**config.mk**
```make
export PLATFORM = sky130hd
export DESIGN_NAME = count_capture_unit
export DESIGN_NICKNAME = d
export VERILOG_FILES = /design/src/rtl/count_capture_unit.sv
export SDC_FILE = /design/constraint.sdc
export NUM_CORES = 1
export LEC_CHECK = 0
export ABC_AREA = 1
export CORE_ASPECT_RATIO = 1.4
export CORE_MARGIN = 1.5
export CORE_UTILIZATION = 49
export DETAILED_ROUTE_END_ITERATION = 8
export PLACE_DENSITY_LB_ADDON = 0.1
export SLEW_MARGIN = 20
export SYNTH_ARGS = -nofsm -noshare
export SYNTH_HDL_FRONTEND = slang
export SYNTH_SLANG_ARGS = --single-unit
```
**constraint.sdc**
```tcl
create_clock -name clk -period 1.9 [get_ports clk]
set_input_delay 0.19 -clock clk [delete_from_list [all_inputs] [get_ports clk]]
set_output_delay 0.19 -clock clk [all_outputs]
set_load 0.01 [all_outputs]
```
**src/rtl/count_capture_unit.sv**
```systemverilog
// Purpose: timestamps synchronised edges of evt_in with the upstream count and queues {edge, count} in a FWFT FIFO.
// Latency: evt_in stable before posedge t0 -> entry written at t0+2 -> cap_valid high after t0+2.
// Backpressure: valid/ready drain; a capture that meets a full FIFO with no pop is dropped and sets sticky overflow.
module count_capture_unit #(
  parameter int N     = 7,
  parameter int DEPTH = 4,
  parameter int LW    = 3
) (
  input  logic          clk,
  input  logic          clr,
  input  logic [N:0]    count,
  input  logic          evt_in,
  input  logic [1:0]    edge_sel,
  input  logic          cap_ready,
  input  logic          ovf_clr,
  output logic          cap_valid,
  output logic [N:0]    cap_data,
  output logic          cap_edge,
  output logic [LW-1:0] fifo_level,
  output logic          overflow
);

  localparam int AW = $clog2(DEPTH);

  typedef enum logic {WARMUP = 1'b0, RUN = 1'b1} state_t;

  state_t        state, state_nxt;
  logic [1:0]    warm_cnt;
  logic          evt_s1, evt_s2, evt_d;
  logic          rise, fall;
  logic          cap_en;
  logic          push, pop, full, wr_en, drop;
  logic [N+1:0]  mem [DEPTH];
  logic [AW-1:0] wptr, rptr;

  // Two-flop synchroniser plus one delay stage for edge detection.
  always_ff @(posedge clk or posedge clr) begin
    if (clr) begin
      evt_s1 <= 1'b0;
      evt_s2 <= 1'b0;
      evt_d  <= 1'b0;
    end else begin
      evt_s1 <= evt_in;
      evt_s2 <= evt_s1;
      evt_d  <= evt_s2;
    end
  end

  assign rise = evt_s2 & ~evt_d;
  assign fall = ~evt_s2 & evt_d;

  // State register.
  always_ff @(posedge clk or posedge clr) begin
    if (clr) state <= WARMUP;
    else     state <= state_nxt;
  end

  // Warm-up counter: runs only while warming up, freezes once in RUN.
  always_ff @(posedge clk or posedge clr) begin
    if (clr)                  warm_cnt <= 2'd0;
    else if (state == WARMUP) warm_cnt <= warm_cnt + 2'd1;
  end

  // Next state: enter RUN on the edge where the warm-up counter becomes 3,
  // which masks the spurious rise seen when evt_in is high at reset release.
  always_comb begin
    state_nxt = state;
    case (state)
      WARMUP:  if (warm_cnt == 2'd2) state_nxt = RUN;
      RUN:     state_nxt = RUN;
      default: state_nxt = WARMUP;
    endcase
  end

  // FSM output: capture is only enabled in RUN.
  always_comb begin
    cap_en = 1'b0;
    if (state == RUN) cap_en = 1'b1;
  end

  assign push  = cap_en & ((rise & edge_sel[0]) | (fall & edge_sel[1]));
  assign pop   = cap_valid & cap_ready;
  assign full  = (fifo_level == LW'(DEPTH));
  // A simultaneous pop frees the slot, so a push into a full FIFO still lands.
  assign wr_en = push & (~full | pop);
  assign drop  = push & full & ~pop;

  // FIFO storage and pointers; pointers wrap naturally at DEPTH.
  always_ff @(posedge clk or posedge clr) begin
    if (clr) begin
      for (int i = 0; i < DEPTH; i++) mem[i] <= '0;
      wptr <= '0;
      rptr <= '0;
    end else begin
      if (wr_en) begin
        mem[wptr] <= {rise, count};
        wptr      <= wptr + AW'(1);
      end
      if (pop) rptr <= rptr + AW'(1);
    end
  end

  // Occupancy count.
  always_ff @(posedge clk or posedge clr) begin
    if (clr) begin
      fifo_level <= '0;
    end else begin
      case ({wr_en, pop})
        2'b10:   fifo_level <= fifo_level + LW'(1);
        2'b01:   fifo_level <= fifo_level - LW'(1);
        default: fifo_level <= fifo_level;
      endcase
    end
  end

  // Sticky overflow; a drop in the same cycle as ovf_clr keeps it set.
  always_ff @(posedge clk or posedge clr) begin
    if (clr)          overflow <= 1'b0;
    else if (drop)    overflow <= 1'b1;
    else if (ovf_clr) overflow <= 1'b0;
  end

  assign cap_valid = (fifo_level != '0);
  assign cap_data  = mem[rptr][N:0];
  assign cap_edge  = mem[rptr][N+1];

endmodule

```
==> results of run 1 <==
-- sequential cells by signal (all words and copies together), names as in the netlist --
| name | cells |
|---|---|
| fifo_level | 3 |
| mem | 36 |
| overflow | 1 |
| evt_d | 1 |
| evt_s2 | 1 |
| rptr | 2 |
| wptr | 2 |
| evt_s1 | 1 |
| warm_cnt | 2 |
| state | 1 |
-- worst paths after layout --
path / start / to / slack, ns / depth (start not counted)
min: clr / evt_s1$_DFF_PP0_ / 0.20 / 2
min in group clk: evt_in / evt_s1$_DFF_PP0_ / 0.33 / 1
max in group asynchronous: clr / mem[8]$_DFFE_PP0P_ / 1.20 / 3
min reg2reg: evt_s1$_DFF_PP0_ / evt_s2$_DFF_PP0_ / 0.36 / 0
max reg2reg: fifo_level[1]$_DFFE_PP0P_ / fifo_level[2]$_DFFE_PP0P_ / 0.12 / 8
max: fifo_level[1]$_DFFE_PP0P_ / fifo_level[2]$_DFFE_PP0P_ / 0.12 / 8
-- cell families (layout without fill, tap and decap cells) --
group                    after synthesis  count (layout)  synth area share (%)
adder cells (fa/ha/maj)                7               7                  4.04
flip-flops                            50              50                  53.2
AND/OR/NAND/NOR                      149             149                  28.9
AO/OA/AOI/OAI                         34              34                  7.87
XOR/XNOR                               6               6                  2.23
buffers and inverters                 23              72                  3.72
-- synthesized netlist by cell type (all sizes together) (2+ instances only) --
cell,number,area [um^2]
xnor2,2,17.5
ha,6,75.1
o22ai,10,62.6
xor2,4,35.0
nand4,4,25.0
clkbuf,4,15.0
dfrtp,50,1250
nand2,116,450
nor2,25,161
inv,17,63.8
o21ai,22,110
nand3,3,37.5
-- worst max-delay path, stage by stage, from the launching register on --
cell and delay [ns]:
dfrtp_2 0.42, nor2_4 0.06, a21boi_1 0.27, ha_4 0.18
inv_1 0.06, fa_2 0.34, a21oi_1 0.13, o21ai_1 0.08
xor2_1 0.14
-- per-stage QoR --
step	util (%)	hold slack, ns
final	64.4	0.195
after CTS	64.4	0.209
after global routing	64.4	0.236
after detailed placement	62.9	0.341
after global placement	62.9	0.338
after floorplan	-	0.221
-- cell usage in the layout, fill, tap and decap left out, types with 3 or more instances in the layout --
cell type / netlist / final
inv_2: 1 / 3
nand4_1: 4 / 4
dlygate4sd2_1: 0 / 9
xor2_1: 4 / 4
nor2_1: 20 / 19
clkdlybuf4s50_1: 0 / 19
inv_1: 16 / 14
clkbuf_8: 0 / 5
nand2_1: 114 / 114
ha_1: 6 / 5
o21ai_0: 22 / 21
dfrtp_1: 50 / 48
buf_4: 0 / 17
nor2_8: 4 / 4
o22ai_1: 10 / 10
-- layout make-up --
class	instances	area [um^2]	area share, %
clock buffers	5	68.8	2.34
clock inverters	2	10.0	0.340
inverters	18	67.6	2.29
multi-input cells	196	1040	35.3
flip-flops and latches	50	1250	42.5
well taps	62	77.6	2.63
repair buffers	47	428	14.5
-- power breakdown --
part           internal [uW]  switching (uW)  leakage [uW]
clock network            248             333     0.0000438
logic                    946            1140      0.000880
registers               1500             262      0.000610
-- routing by layer --
layer / GRT usage (%) / up-vias
li1: - / 944
met1: 24.7 / 949
met2: 40.8 / 50
met3: 5.49 / 8
met4: 7.74 / 0
met5: 0 / -
==> qor.txt, run 1 <==
CTS clk-pin slew, worst paths -> 0.08 ns
Final Non-Filler Cells -> 380
library cells used by synthesis -> 23
crit path max fanout -> 4
leakage -> 0.00153 uW
Yosys warnings -> 0
Routed Antenna Nets -> 0
CP endpoint kind -> flip-flop
Syn-to-layout area delta -> 25.3%
Slew headroom -> 73.2%
hold_buf cts -> 0
setup TNS -> 0 ns
core area -> 0.00457 mm^2
DPL Wire Length -> 3660 um
WP data required -> 2.09 ns
wire length on met2 -> 2850 um
Setup CP Type -> flip-flop to flip-flop
met3 WL -> 244 um
fin crit period -> 1.78 ns
Hold WC Path Type -> input pin to asynchronous set/reset pin
Synth Area per Inst -> 8.74 um^2
final setup fails -> 0
TritonRoute pass-1 iters -> 4
die area -> 0.00523 mm^2
FMAX -> 0.562 GHz
power per cell area -> 1500 mW/mm^2
Placed Area -> 0.00288 mm^2
vias in the first global route -> 1982
VDD IR max -> 0.895 mV
post-placement cell count -> 373
fraction of layout cells with a size suffix above 1 -> 14.2%
fill cell count -> 411
Startpoint Class -> flip-flop
TritonCTS Buffers -> 5
Final Max Slew Viols -> 0
Final Wtd Congestion -> 0.742
diode count -> 0
FP Rows -> 29
wl on met1 -> 2110 um
post-CTS setup buffers -> 0
Gate Count Post-Synth -> 269
routed len/inst -> 14.0 um
post-synthesis async set-or-reset flop share -> 100%
# clock sinks -> 50
cell area after synthesis -> 0.00235 mm^2
worst-skew pair later-pin latency -> 0.30 ns
Die H -> 85.0 um
Worst-Margin Slew -> 0.402 ns
largest net degree at the start of global routing -> 34
Clock Skews -> 0.00925 ns
via count -> 1951
clk root buf -> clkbuf_8
DRC viols -> 0
global-route wire length before repair -> 8820 um
initial core utilization -> 51.5%
max-cap viol count -> 0
status -> complete, no violations
initial DRC count -> 127
cell area after layout -> 0.00295 mm^2
Die Wd -> 61.6 um
RSZ-0062 raised after global routing -> false
Post-synth EDFFs -> 0
H-tree Lvls -> 2
Final Hold Vio Count -> 0
Top Layer Used -> met4
Synth Flop Type -> dfrtp_1
Tcrit/Tclk final -> 93.7%
Power Total -> 4430 uW
number of antenna violations at the first check in global routing -> 0
gr usage total -> 22.6%
Layout Nets -> 340
I/O Buffers -> 28
CTS Buffer Depth -> 2
GRT overflow -> 0
Ports -> 29
syn_nets -> 291
Seq/Total Area, Yosys -> 53.2%
Routed WL -> 5310 um
WP data arrival -> 1.97 ns
CTS tree -> built
pre-CTS WS -> -0.180 ns
# resized after CTS -> 10
Final WS setup -> 0.120 ns
synthesized flop and latch total -> 50
drt via density -> 5.13
No activity file was read; power rests on OpenSTA's default activity.
==> inputs of run 2 (changes only) <==
- CAP_MARGIN: unset -> 20
==> results of run 2 <==
No change in the layout: final DEF, timing and power equal those of run 1.
